File: src/rtl/spmm_tcdm_stream_source.sv
// Strided TCDM word reader feeding a credit-limited FIFO exposed as a valid/ready stream.
// Optional bounds check (zero-fill plus sticky err_o) is enabled with `define SPMM_SRC_BOUNDS_CHECK_EN.
module spmm_tcdm_stream_source #(
    parameter int DATA_W     = 32,
    parameter int ADDR_W     = 32,
    parameter int LEN_W      = 16,
    parameter int FIFO_DEPTH = 4,
    parameter int MEM_WORDS  = 12288
) (
    input  logic                clk_i,
    input  logic                rst_ni,
    input  logic                clear_i,
    input  logic                start_i,
    input  logic [ADDR_W-1:0]   base_addr_i,
    input  logic [ADDR_W-1:0]   stride_i,
    input  logic [LEN_W-1:0]    len_i,
    output logic                busy_o,
    output logic                done_o,
    output logic                err_o,
    output logic                tcdm_req_o,
    input  logic                tcdm_gnt_i,
    output logic [ADDR_W-1:0]   tcdm_add_o,
    output logic                tcdm_wen_o,
    output logic [DATA_W/8-1:0] tcdm_be_o,
    input  logic                tcdm_r_valid_i,
    input  logic [DATA_W-1:0]   tcdm_r_data_i,
    output logic                stream_valid_o,
    input  logic                stream_ready_i,
    output logic [DATA_W-1:0]   stream_data_o,
    output logic                stream_last_o
);
    localparam int PW = $clog2(FIFO_DEPTH);
    localparam int CW = PW + 1;
    localparam int SW = CW + 1;
    localparam logic [ADDR_W-1:0] ALIGN = ~ADDR_W'(3);

    typedef enum logic [1:0] {IDLE, RUN, DRAIN, DONE} state_t;

    state_t            state;
    logic [ADDR_W-1:0] addr, stride;
    logic [LEN_W-1:0]  len, issued, popped;
    logic [CW-1:0]     inflight, count;
    logic [PW-1:0]     wptr, rptr;
    logic [DATA_W-1:0] mem [FIFO_DEPTH];

    logic active, credit, want, fill, grant, step, push_rsp, push, pop, last_pop, all_out;

    assign active   = (state == RUN) || (state == DRAIN);
    // Buffered plus outstanding never exceeds the FIFO, so every response has a slot.
    assign credit   = (SW'(count) + SW'(inflight)) < SW'(FIFO_DEPTH);
    assign want     = (state == RUN) && (issued < len) && credit;

`ifdef SPMM_SRC_BOUNDS_CHECK_EN
    logic oob, err_q;
    assign oob        = addr[ADDR_W-1:2] >= (ADDR_W-2)'(MEM_WORDS);
    // Zero-fill only when no response can land in the same cycle (single write port).
    assign fill       = want && oob && (inflight == '0) && !tcdm_r_valid_i;
    assign tcdm_req_o = want && !oob;
    assign err_o      = err_q;

    always_ff @(posedge clk_i or negedge rst_ni) begin
        if (!rst_ni)      err_q <= 1'b0;
        else if (clear_i) err_q <= 1'b0;
        else if (fill)    err_q <= 1'b1;
    end
`else
    assign fill       = 1'b0;
    assign tcdm_req_o = want;
    assign err_o      = 1'b0;
`endif

    assign grant    = tcdm_req_o && tcdm_gnt_i;
    assign step     = grant || fill;
    // Responses outside RUN/DRAIN belong to an aborted transfer and are dropped.
    assign push_rsp = active && tcdm_r_valid_i;
    assign push     = push_rsp || fill;
    assign pop      = stream_valid_o && stream_ready_i;
    assign last_pop = pop && (popped == len - LEN_W'(1));
    assign all_out  = (popped == len) || last_pop;

    assign tcdm_add_o     = addr;
    assign tcdm_wen_o     = 1'b1;
    assign tcdm_be_o      = '1;
    assign busy_o         = active;
    assign done_o         = (state == DONE);
    assign stream_valid_o = (count != '0);
    assign stream_data_o  = mem[rptr];
    assign stream_last_o  = stream_valid_o && (popped == len - LEN_W'(1));

    always_ff @(posedge clk_i) begin
        if (push) mem[wptr] <= fill ? '0 : tcdm_r_data_i;
    end

    always_ff @(posedge clk_i or negedge rst_ni) begin
        if (!rst_ni) begin
            state <= IDLE; addr <= '0; stride <= '0; len <= '0;
            issued <= '0; popped <= '0; inflight <= '0; count <= '0;
            wptr <= '0; rptr <= '0;
        end else if (clear_i) begin
            state <= IDLE; addr <= '0; stride <= '0; len <= '0;
            issued <= '0; popped <= '0; inflight <= '0; count <= '0;
            wptr <= '0; rptr <= '0;
        end else begin
            if (step) begin
                addr   <= addr + stride;
                issued <= issued + LEN_W'(1);
            end
            case ({grant, push_rsp})
                2'b10:   inflight <= inflight + CW'(1);
                2'b01:   inflight <= inflight - CW'(1);
                default: inflight <= inflight;
            endcase
            case ({push, pop})
                2'b10:   count <= count + CW'(1);
                2'b01:   count <= count - CW'(1);
                default: count <= count;
            endcase
            if (push) wptr <= wptr + PW'(1);
            if (pop) begin
                rptr   <= rptr + PW'(1);
                popped <= popped + LEN_W'(1);
            end
            case (state)
                IDLE: if (start_i) begin
                    if (len_i == '0) state <= DONE;
                    else begin
                        state  <= RUN;
                        addr   <= base_addr_i & ALIGN;
                        stride <= stride_i & ALIGN;
                        len    <= len_i;
                        issued <= '0;
                        popped <= '0;
                    end
                end
                RUN:     if (issued == len) state <= all_out ? DONE : DRAIN;
                DRAIN:   if (all_out) state <= DONE;
                default: state <= IDLE;
            endcase
        end
    end

    a_no_overflow: assert property (@(posedge clk_i) disable iff (!rst_ni)
        !(push_rsp && (count == CW'(FIFO_DEPTH))));
endmodule

File: config.mk
export PLATFORM = sky130hd
export DESIGN_NAME = spmm_tcdm_stream_source
export DESIGN_NICKNAME = d
export VERILOG_FILES = /design/src/rtl/spmm_tcdm_stream_source.sv
export SDC_FILE = /design/constraint.sdc
export NUM_CORES = 1
export LEC_CHECK = 0
export BUFFER_PORTS_ARGS = -buffer_cell sky130_fd_sc_hd__buf_4
export CAP_MARGIN = 20
export CORE_ASPECT_RATIO = 0.5
export CORE_MARGIN = 1
export CORE_UTILIZATION = 48
export CTS_BUF_LIST = sky130_fd_sc_hd__clkbuf_2
export DETAILED_ROUTE_END_ITERATION = 10
export GPL_TIMING_DRIVEN = 1
export PLACE_DENSITY = 0.78
export SETUP_SLACK_MARGIN = 0.5
export SLEW_MARGIN = 20
export SYNTH_ARGS = -nofsm -noshare
export SYNTH_HDL_FRONTEND = slang
export SYNTH_SLANG_ARGS = --single-unit
File: constraint.sdc
create_clock -name clk_i -period 2.8 [get_ports clk_i]
set_input_delay 0 -clock clk_i [delete_from_list [all_inputs] [get_ports clk_i]]
set_output_delay 0 -clock clk_i [all_outputs]
set_load 0.01 [all_outputs]
==> summary.md, run 1 <==
| Metric | Value |
|---|---|
| Filler cell count | around 1500 |
| Number of antenna violations at the first check in global routing | 5 |
| Worst slew pin tran | 0.950 ns |
| Achievable Freq | 285 MHz |
| GR Util met2 | approximately 54% |
| Max Cap Viol | 0 |
| Total gr overflow | 0 |
| I/O pin cnt | 194 |
| Startpoint type of the worst setup path | register |
| Critical path cell sequence | inv_2, ha_4, or4b_4, o41ai_2, nand4_1, a2111oi_4, o2111a_2, buf_6, and2_4, buf_6 |
| Dominant synthesized flop cell | edfxtp_1 |
| Synth async-reset ratio | a little under 50% |
| Worst path bufs/invs | 3 |
| Critical Path AT | 3.51 ns |
| Synth cell count leaders | nand2_1 (143), edfxtp_1 (128), dfrtp_1 (120) |
| DIE AREA | 27400 sq um |
| Failing checks | setup timing |
| Hold Vio Cnt, Final | 0 |
| Setup CP Type | reg -> out |
| Worst relative slew slack | between 30% and 40% |
| Rows | 41 |
| Busiest grt layer | met2 |
| Clk slew on worst S/H paths | 0.15 ns |
| Synth cell types | 79 |
| Share of cells above drive strength 1 | approximately 33% |
| CTS Buf Count | 54 |
| Synth warn | 0 |
| Core area | 25700 sq um |
| Initial Utilization | 49.9% |
| Final Wtd Congestion | 0.879 |
| Sequential fraction of the synthesis area | 53.4% |
| Clock skew | between 0.09 and 0.1 ns |
| CP Capture Type | primary output |
| Gr usage total | 31.6% |
| Initial DRC count | between 1000 and 1500 |
| Yosys reg bits | 248 |
| First-pass GRT wire length | 67100 um |
| TritonCTS clock tree | yes |
| Critical path peak fanout | 5 |
| Hold Path Class | in -> reg |
| Post-DRT Antenna Nets | 0 |
| EDFF count, synth | 128 |
| CTS Sinks | 248 |
| Htree depth | 2 |
| Synthesis-to-finish area growth | 53.5% |
| PwrDens | 695 nW/um^2 |
| Final wirelength | 44900 um |
| Status | finished with violations |
| Leakage power | about 8.5 nW |
| Final setup viols | 40 |
| Slowest stage cell, crit path | or4b_4 |
| Die Width | 233 um |
| Cell Area, Synth | 12800 sq um |
| Vias in the first global route | 12600 |
| Drt via density | roughly 5.8 |
| DP HPWL | approximately 22000 um |
| Main area contributors after synthesis | edfxtp_1 (30%), dfrtp_1 (23%), ha_1 (5.7%) |
| Vias | around 12000 |
| Die Span Y | ~120 um |
| Worst-skew pair later-pin latency | 0.99 ns |
| Critical Path RT | 2.80 ns |
| M1 GR Usage | 36.3% |
| Fin util | 76.7% |
| GR met3 Demand/Resource | between 7 and 8% |
| Pre-CTS WS | -0.194 ns |
| Pin count of the biggest net entering global routing | 69 |
| WL/cell | 21.6 um |
| Final nets | 1867 |
| Tmin final | roughly 3.5 ns |
| DR pass1 iterations | 5 |
| RSZ-0062 raised after global routing | true |
| Tcrit/Tclk final | 125% |
| Root Driver | clkbuf_2 |
| CTS Buffer Depth | 3 |
| Slew Viols, Final | 0 |
| Delay-heaviest family, CP | compound AO/OA/AOI/OAI gates |
| Final WS setup | -0.712 ns |
| Synth Instances | 1133 |
| Syn_area_per_cell | 11.3 sq um |
| Most used cell, CP | buf_6 |
| Synth top area share | between 20% and 30% |
| Post-synth top area cell | edfxtp_1 |
| CP peak stage delay | 0.51 ns |
| Quantity of I/O buffers inserted on ports | 181 |
| Most common cell in the netlist | nand2_1 |
| Peak VDD IR | 369 uV |
| Drc violations | 0 |
| Setup_tns | -4.77 ns |
cells by family after synthesis:
kind of cell,after synthesis,share of synthesized area (%)
compound gates,228,11.5
xor+xnor,78,5.38
fa+ha+maj,61,6.12
buf+inv,95,3.26
flops,248,53.4
mux,53,7.28
other cells,2,0.0585
simple gates,368,13.1
routing by layer:
metal	share of wire [%]	routed length, um	vias up
met5	0	0	-
met4	6.1	2720	0
met3	6.7	3020	245
met2	50	22500	663
met1	37	16700	5923
li1	-	-	5255
tightest hold or removal path: cells and delay by family:
family | cells | cell delay, ns
buffers and inverters | 2 | 0.72
AO/OA/AOI/OAI | 1 | 0.04
AND/OR/NAND/NOR | 2 | 0.26
power by group:
group	switching (W)	internal, W
sequential	0.000414	0.00434
combinational	0.00321	0.00336
clock	0.00160	0.000781
sequential cells by signal, summed over array words and instances, names as in the netlist:
name and count:
wptr 2, len 16, stride 30, mem 128, rptr 2, popped 16
count 3, tcdm_add_o 30, issued 16, inflight 3, state 2
repair_timing:
action,in CTS,in global routing
endpoints found under the hold margin,492,0
buffers inserted,46,16
resized for setup,146,76
setup endpoints to repair,84,87
pin swaps,67,46
hold buffers,247,0
cloned,8,1
stage by stage:
stage | power (W) | instance area, sq um | hold slack [ns] | cells
after floorplan | 0.00774 | 13100 | -0.296 | 1139
after global placement | 0.00929 | 15100 | 0.178 | 1657
after detailed placement | 0.00945 | 15100 | 0.188 | 1657
after CTS | 0.0129 | 19200 | 0.0453 | 2060
after global routing | 0.0144 | 19700 | 0.0578 | 2081
final | 0.0137 | 19700 | 0.0925 | 2082
path summary, 6_finish.rpt:
kind | startpoint | endpoint | slack (ns) | depth (start not counted)
worst min register to register | stride[26] | stride[26] | 0.56 | 2
worst max register to register | len[0] | state[0] | -0.60 | 19
worst min-delay path | tcdm_gnt_i | issued[9] | 0.09 | 5
worst max-delay path | len[0] | stream_last_o | -0.71 | 10
min in group asynchronous | rst_ni | issued[7] | 0.26 | 3
max in group asynchronous | rst_ni | tcdm_add_o[24] | 1.65 | 4
layout make-up:
cell class / instances / area (sq um) / area share [%]
Tap cell: 344 / 430 / 2.18
Inverter: 28 / 108 / 0.546
Multi-Input combinational cell: 797 / 6420 / 32.6
Timing Repair Buffer: 558 / 5380 / 27.3
Clock inverter: 22 / 96.3 / 0.489
Antenna cell: 5 / 12.5 / 0.0635
Sequential cell: 248 / 6860 / 34.8
Clock buffer: 80 / 400 / 2.03
cells in the final DEF, fill, tap and decap left out, types with 16 or more instances in the layout:
cell type | synthesis | final
a21o_1 | 24 | 24
a21oi_1 | 89 | 76
buf_4 | 9 | 222
buf_6 | 2 | 68
clkbuf_2 | 1 | 80
clkinv_1 | 0 | 16
dfrtp_1 | 120 | 111
dlygate4sd3_1 | 0 | 247
edfxtp_1 | 128 | 128
ha_1 | 58 | 46
inv_1 | 28 | 24
mux2i_1 | 19 | 16
mux4_2 | 32 | 32
nand2_1 | 143 | 139
nand4_1 | 16 | 16
nor2_1 | 102 | 88
o21ai_0 | 36 | 17
xnor2_1 | 33 | 29
xor2_1 | 44 | 41
Power figures use the tool's default switching activity.
==> inputs of run 2 (changes only) <==
--- a/config.mk
+++ b/config.mk
@@ -8,5 +8,5 @@
 export BUFFER_PORTS_ARGS = -buffer_cell sky130_fd_sc_hd__buf_4
 export CAP_MARGIN = 20
-export CORE_ASPECT_RATIO = 0.5
+export CORE_ASPECT_RATIO = 0.75
 export CORE_MARGIN = 1
 export CORE_UTILIZATION = 48
==> constraint.sdc (replaced) <==
create_clock -name clk_i -period 2.8 [get_ports clk_i]
set_input_delay 0.28 -clock clk_i [delete_from_list [all_inputs] [get_ports clk_i]]
set_output_delay 0.28 -clock clk_i [all_outputs]
set_load 0.01 [all_outputs]
==> run 2 against run 1 <==
The flow still finishes with violations (setup timing). First-iteration DRC count fell by 15%. Sequential share of layout area rose by 0.80 points. Register-to-register slack improved by 0.34 ns. Clock-buffer cell count rose by 4. Die area fell by 0.12%. Hold slack improved by 0.030 ns. Global-route usage fell by 2.4 points. Maximum frequency fell by 5.0%. Combinational power rose by 7.2%. Clock skew fell by 0.030 ns. Non-clock buffer count fell by 46. Cell count fell by 2.4%. Largest cell class unchanged. Largest power group unchanged. Highest routed layer unchanged.
==> summary.md, run 2 (synthesized netlist as in run 1, its figures left out) <==
| Metric | Value |
|---|---|
| TritonCTS clock tree | yes |
| Pin count of the biggest net entering global routing | a little under 90 |
| Hold Vio Cnt, Final | 0 |
| Post-DRT Antenna Nets | 0 |
| I/O pin cnt | between 150 and 200 |
| Critical Path RT | 2.52 ns |
| Placed inst area | about 15000 sq um |
| Worst relative slew slack | 52.1% |
| Final wirelength | just over 40000 um |
| Clk slew on worst S/H paths | about 0.11 ns |
| Critical Path AT | ~3.4 ns |
| Total gr overflow | 0 |
| Synthesis-to-finish area growth | 50.0% |
| CP Capture Type | primary output |
| Quantity of I/O buffers inserted on ports | 181 |
| Most frequent cells in the layout | buf_4 (235), dlygate4sd3_1 (183), nand2_1 (139) |
| Clock skew | around 0.069 ns |
| Share of cells above drive strength 1 | 34.5% |
| Gr usage total | 29.2% |
| WL/cell | 20.3 um |
| Status | finished with violations |
| Number of antenna violations at the first check in global routing | 0 |
| Most flop-heavy register | mem |
| Rows | 51 |
| Tcrit/Tclk final | 132% |
| Post-route cell area | 19200 sq um |
| Peak VDD IR | 595 uV |
| Placed Cells | 1687 |
| Setup CP Type | reg -> out |
| Die Width | roughly 190 um |
| Root Driver | clkbuf_2 |
| Final setup viols | 45 |
| Final WS setup | -0.897 ns |
| Die Span Y | between 100 and 150 um |
| RSZ-0062 raised after global routing | true |
| Fin util | 73.7% |
| Worst slew pin tran | a little over 0.7 ns |
| Vias | about 12000 |
| Final nets | 1826 |
| DIE AREA | between 20000 and 30000 sq um |
| Initial Utilization | 49.2% |
| Core area | approximately 26000 sq um |
| # diodes | 0 |
| Leakage power | 8.38 nW |
| DR pass1 iterations | 5 |
| Worst hold slack | 0.122 ns |
| Worst-skew pair later-pin latency | 0.93 ns |
| First-pass GRT wire length | 61700 um |
| Slew Viols, Final | 0 |
| Layout Cells excl Fill | 2031 |
| Max reg flops | 128 |
| Achievable Freq | 270 MHz |
| Startpoint type of the worst setup path | register |
| PwrDens | 732 nW/um^2 |
| Drt via density | 5.71 |
| Failing checks | setup timing |
| Final Wtd Congestion | 0.912 |
| CTS Sinks | 248 |
| Most common cell after layout, fill and taps aside | buf_4 |
| Vias in the first global route | 11700 |
| Htree depth | 2 |
| Final total power | 0.0141 W |
| CTS Buf Count | 59 |
| Max Cap Viol | 0 |
| Hold Path Class | in -> reg |
| Initial DRC count | 951 |
| DP HPWL | 22300 um |
| Critical path peak fanout | 4 |
| Drc violations | 0 |
| CTS Buffer Depth | 3 |
| Tmin final | 3.70 ns |
-- run 2: cell types whose count changed in the layout (fill, tap and decap cells not counted), sizes merged --
| cell | delta |
|---|---|
| clkinvlp | -1 |
| clkinv | -5 |
| buf | +16 |
| inv | +2 |
| clkbuf | +5 |
| diode | -5 |
| dlygate4sd3 | -64 |
| bufbuf | +1 |
-- run 2: worst paths after layout --
path / from / end / slack [ns] / cells past startpoint
max: len[0] / stream_last_o / -0.90 / 9
min: tcdm_r_data_i[19] / mem[2][19] / 0.12 / 2
max reg2reg: len[1] / tcdm_add_o[30] / -0.26 / 16
min reg2reg: stride[11] / stride[11] / 0.55 / 2
max in group asynchronous: rst_ni / rptr[0] / 1.78 / 4
min in group asynchronous: rst_ni / len[8] / 0.45 / 4
-- run 2: critical path, stage by stage, from the launching register on --
cell and delay, ns:
dfrtp_1 0.40, buf_4 0.16, nor3_1 0.30, and2_1 0.24, xor2_1 0.21, mux2_4 0.34
a2111oi_4 0.27, o2111a_2 0.31, and2_4 0.17, buf_6 0.11
-- run 2: area by class of cell --
| type | count | area, sq um |
|---|---|---|
| clock inverter | 18 | 78.8 |
| multi-input combinational | 797 | 6390 |
| clock buffer | 84 | 420 |
| timing repair buffer | 512 | 4960 |
| inverter | 28 | 108 |
| fill | 1567 | 6860 |
| sequential | 248 | 6860 |
| tap | 344 | 430 |
-- run 2: through the flow --
step                setup WS (ns)  TNS (ns)
finish                     -0.897     -6.23
CTS                        -0.912     -1.34
detailed placement         -0.193     -1.13
floorplan                 -0.0856    -0.134
global placement           -0.134    -0.722
global route                -1.05    -10.63
-- run 2: what timing repair did --
| action | 4_1_cts | 5_1_grt |
|---|---|---|
| setup endpoints to repair | 87 | 90 |
| gates resized for setup | 135 | 68 |
| buffers inserted | 32 | 16 |
| pin swaps | 57 | 42 |
| cloned | 8 | 2 |
| endpoints found under the hold margin | 343 | 0 |
| hold buffers | 184 | 0 |
-- run 2: power by group --
| part | total [W] | switching (W) | leakage, nW | internal [W] |
|---|---|---|---|---|
| Combinational | 0.00704 | 0.00337 | 5.22 | 0.00367 |
| Clock | 0.00231 | 0.00150 | 0.388 | 0.000816 |
| Sequential | 0.00472 | 0.000383 | 2.78 | 0.00434 |
| Total | 0.0141 | 0.00525 | 8.38 | 0.00882 |
-- run 2: metal layers --
layer / GRT usage, % / wire (um) / part of all wire [%]
met5: 0 / 0 / 0
met4: 11.1 / 1410 / 3.4
met3: 6.15 / 3640 / 8.8
met2: 47.7 / 19700 / 48
met1: 38.2 / 16500 / 40
==> inputs of run 3 (changes only) <==
ABC_AREA = 1   (was default)
CORE_MARGIN = 2   (was 1)
CORE_UTILIZATION = 30   (was 48)
PLACE_DENSITY = 0.55   (was 0.78)
==> run 3 against run 2 <==
The flow still finishes with violations (setup timing). Die area grew 69%. Combinational power is 1% lower. Wire length rose by 8.6%. Total power rose by 3.0%. Hold slack lost 0.024 ns.
==> summary.md, run 3 <==
| Metric | Value |
|---|---|
| Status | finished with violations |
| Failing checks | setup timing |
| Synth warn | 0 |
| Setup_tns | -0.804 ns |
| Min-delay src | base_addr_i[10] |
| Pre-CTS WS | 0.191 ns |
| Vias in the first global route | 12400 |
| Initial DRC count | 925 |
| Dominant synthesized flop cell | edfxtp_1 |
| Critical Path AT | ~2.9 ns |
| Share of cells above drive strength 1 | 28.6% |
| Rows | 66 |
| XOR/XNOR Fraction of Synth Area | 3.28% |
| Reg2Reg Capture Point | inflight[1] |
| Levels on crit path | 10 |
| Gr usage total | 19.0% |
| Hold endpoint | tcdm_add_o[10] |
| Final Wtd Congestion | 0.959 |
| Synthesis-to-finish area growth | 48.6% |
| DR pass1 iterations | 5 |
| Number of antenna violations at the first check in global routing | 6 |
| Initial Utilization | 30.6% |
| DIE AREA | 46300 sq um |
| CTS Buffer Depth | 3 |
| Most flop-heavy register | mem |
| Post-route cell area | 19900 sq um |
| Adder-cell share of the synthesized area | 5.88% |
| Synth cell count leaders | nand2_1 (252), nor2_1 (178), edfxtp_1 (128) |
| Critical path peak fanout | 4 |
| Htree depth | 3 |
| Synth async-reset ratio | 48.4% |
| GR Util met2 | 28.9% |
| Tmin final | 3.16 ns |
| Post-synth top area cell | edfxtp_1 |
| Worst R2R Start | len[2] |
| Final wirelength | 44800 um |
| Syn_area_per_cell | just over 9 sq um |
| Simple-gate share of the synthesized area | 19.2% |
| Critical Path RT | 2.52 ns |
| TritonCTS clock tree | yes |
| M1 GR Usage | 26.5% |
| Drt via density | 4.89 |
| Hold Vio Cnt, Final | 0 |
| First-pass GRT wire length | between 60000 and 70000 um |
| Worst R2R Path Depth | 16 |
| Sequential fraction of the synthesis area | 51.2% |
| CTS Buf Count | 68 |
| Clk slew on worst S/H paths | 0.11 ns |
| Max Cap Viol | 0 |
| Root Driver | clkbuf_2 |
| WL/cell | 17.6 um |
| Achievable Freq | 316 MHz |
| GR met3 Demand/Resource | between 4 and 5% |
| Peak VDD IR | 380 uV |
| Worst path bufs/invs | 1 |
| Worst slew pin tran | 0.534 ns |
| Layout Cells excl Fill | 2545 |
| Critical path cell sequence | nor2_4, nand2_4, nor2_4, nand3_2, nand2_2, nand4_1, nor4_2, nand4_1, nor2_1, buf_4 |
| Placed inst area | roughly 15000 sq um |
| Synth top area share | 28.8% |
| Die Width | 248 um |
| Slew Viols, Final | 0 |
| Multiplexer area fraction after synthesis | 0.0749% |
| RSZ-0062 raised after global routing | true |
| PwrDens | 730 nW/um^2 |
| Slowest stage cell, crit path | dfrtp_2 |
| Most common cell in the netlist | nand2_1 |
| Delay-heaviest family, CP | simple AND/OR/NAND/NOR gates |
| Synth cell types | 51 |
| Setup CP Type | reg -> out |
| Final nets | 2100 |
| Filler cell count | 4102 |
| DP HPWL | 27100 um |
| Leakage power | roughly 8.6 nW |
| Die Span Y | 187 um |
| Hold path cells | 4 |
| R2r setup slk | -0.07 ns |
| Startpoint type of the worst setup path | register |
| Post-DRT Antenna Nets | 0 |
| Core area | 43700 sq um |
| Most frequent cells in the layout | nand2_1 (245), dlygate4sd3_1 (207), buf_4 (192) |
| CP peak stage delay | 0.51 ns |
| Tcrit/Tclk final | 113% |
| Total gr overflow | 0 |
| Most common cell after layout, fill and taps aside | nand2_1 |
| Clock skew | ~0.095 ns |
| Max reg flops | around 130 |
| Main area contributors after synthesis | edfxtp_1 (29%), dfrtp_1 (22%), nand2_1 (7.1%) |
| EDFF count, synth | around 130 |
| Final setup viols | 5 |
| Compound-Gate Fraction of Synth Area | 14.2% |
| Busiest grt layer | met2 |
| Hold Path Class | in -> reg |
| I/O pin cnt | 194 |
| CP Capture Type | primary output |
| Final WS setup | -0.360 ns |
| Worst relative slew slack | between 60% and 70% |
| Worst-skew pair later-pin latency | 1.01 ns |
| Placed Cells | approximately 2200 |
| Vias | 12400 |
| Yosys reg bits | between 200 and 250 |
| Cell Area, Synth | 13400 sq um |
| Synth Instances | between 1000 and 1500 |
| Drc violations | 0 |
| Worst hold slack | approximately 0.1 ns |
| Quantity of I/O buffers inserted on ports | 181 |
| CTS Sinks | 248 |
| Largest family of logic cells by synthesized area | simple AND/OR/NAND/NOR gates |
| Pin count of the biggest net entering global routing | 60 |
==> run 3: how the worst max path moves through the flow <==
stage | to | startpoint | slack (ns)
after global placement | inflight[0] | len[15] | 0.22
after global routing | stream_last_o | len[0] | -0.61
after CTS | stream_last_o | len[0] | -0.46
final | stream_last_o | len[2] | -0.36
after detailed placement | inflight[0] | len[3] | 0.19
after floorplan | mem[0][0] | state[0] | 0.08
==> run 3: cell type report <==
class / count / area, sq um / area share (%)
inverter: 136 / 557 / 2.80
sequential: 248 / 6850 / 34.5
tap: 578 / 723 / 3.64
timing repair buffer: 451 / 4500 / 22.7
antenna: 6 / 15.0 / 0.0756
multi-input combinational: 1014 / 6600 / 33.2
clock buffer: 96 / 480 / 2.42
timing repair inverter: 1 / 30.0 / 0.151
clock inverter: 15 / 108 / 0.542
==> run 3: cell families (layout without fill, tap and decap cells) <==
kind of cell | after synthesis | count (layout)
AOI/OAI and AO/OA | 315 | 315
xor gates and xnor gates | 50 | 50
adders and majority gates | 61 | 61
buffers and inverters | 193 | 699
DFF | 248 | 248
muxes | 1 | 1
other | 2 | 14
and+or+nand+nor | 579 | 579
==> run 3: through the flow <==
| stage | power [W] | utilization, % |
|---|---|---|
| global route | 0.0155 | 45.5 |
| finish | 0.0145 | 45.5 |
| global placement | 0.00982 | 35.3 |
| detailed placement | 0.00989 | 35.3 |
| floorplan | 0.00798 | - |
| CTS | 0.0141 | 44.4 |
==> run 3: worst reg2reg max path, delay by kind of cell (launching register included) <==
kind	cells	cell delay [ns]
DFF	1	0.51
buffers and inverters	6	0.65
adders and majority gates	2	0.69
AOI/OAI and AO/OA	2	0.36
and+or+nand+nor	6	0.50
==> run 3: metal layers <==
layer | part of all wire, % | vias up | routed length (um)
met3 | 6.3 | 77 | 2810
met2 | 46 | 386 | 20400
li1 | - | 5951 | -
met4 | 2.3 | 0 | 1030
met1 | 46 | 6032 | 20500
met5 | 0 | - | 0
==> run 3: where the power goes <==
part / internal (W) / switching [W] / total (W)
clock: 0.00102 / 0.00165 / 0.00267
sequential: 0.00440 / 0.000476 / 0.00487
combinational: 0.00312 / 0.00384 / 0.00695
total: 0.00853 / 0.00597 / 0.0145
==> run 3: what timing repair did <==
action / 4_1_cts / 5_1_grt
endpoints found under the hold margin: 368 / 0
buffers inserted: 16 / 8
pin swaps: 62 / 22
resized for setup: 252 / 87
cloned: 13 / 5
endpoints found under the setup margin: 84 / 90
hold buffers: 208 / 0
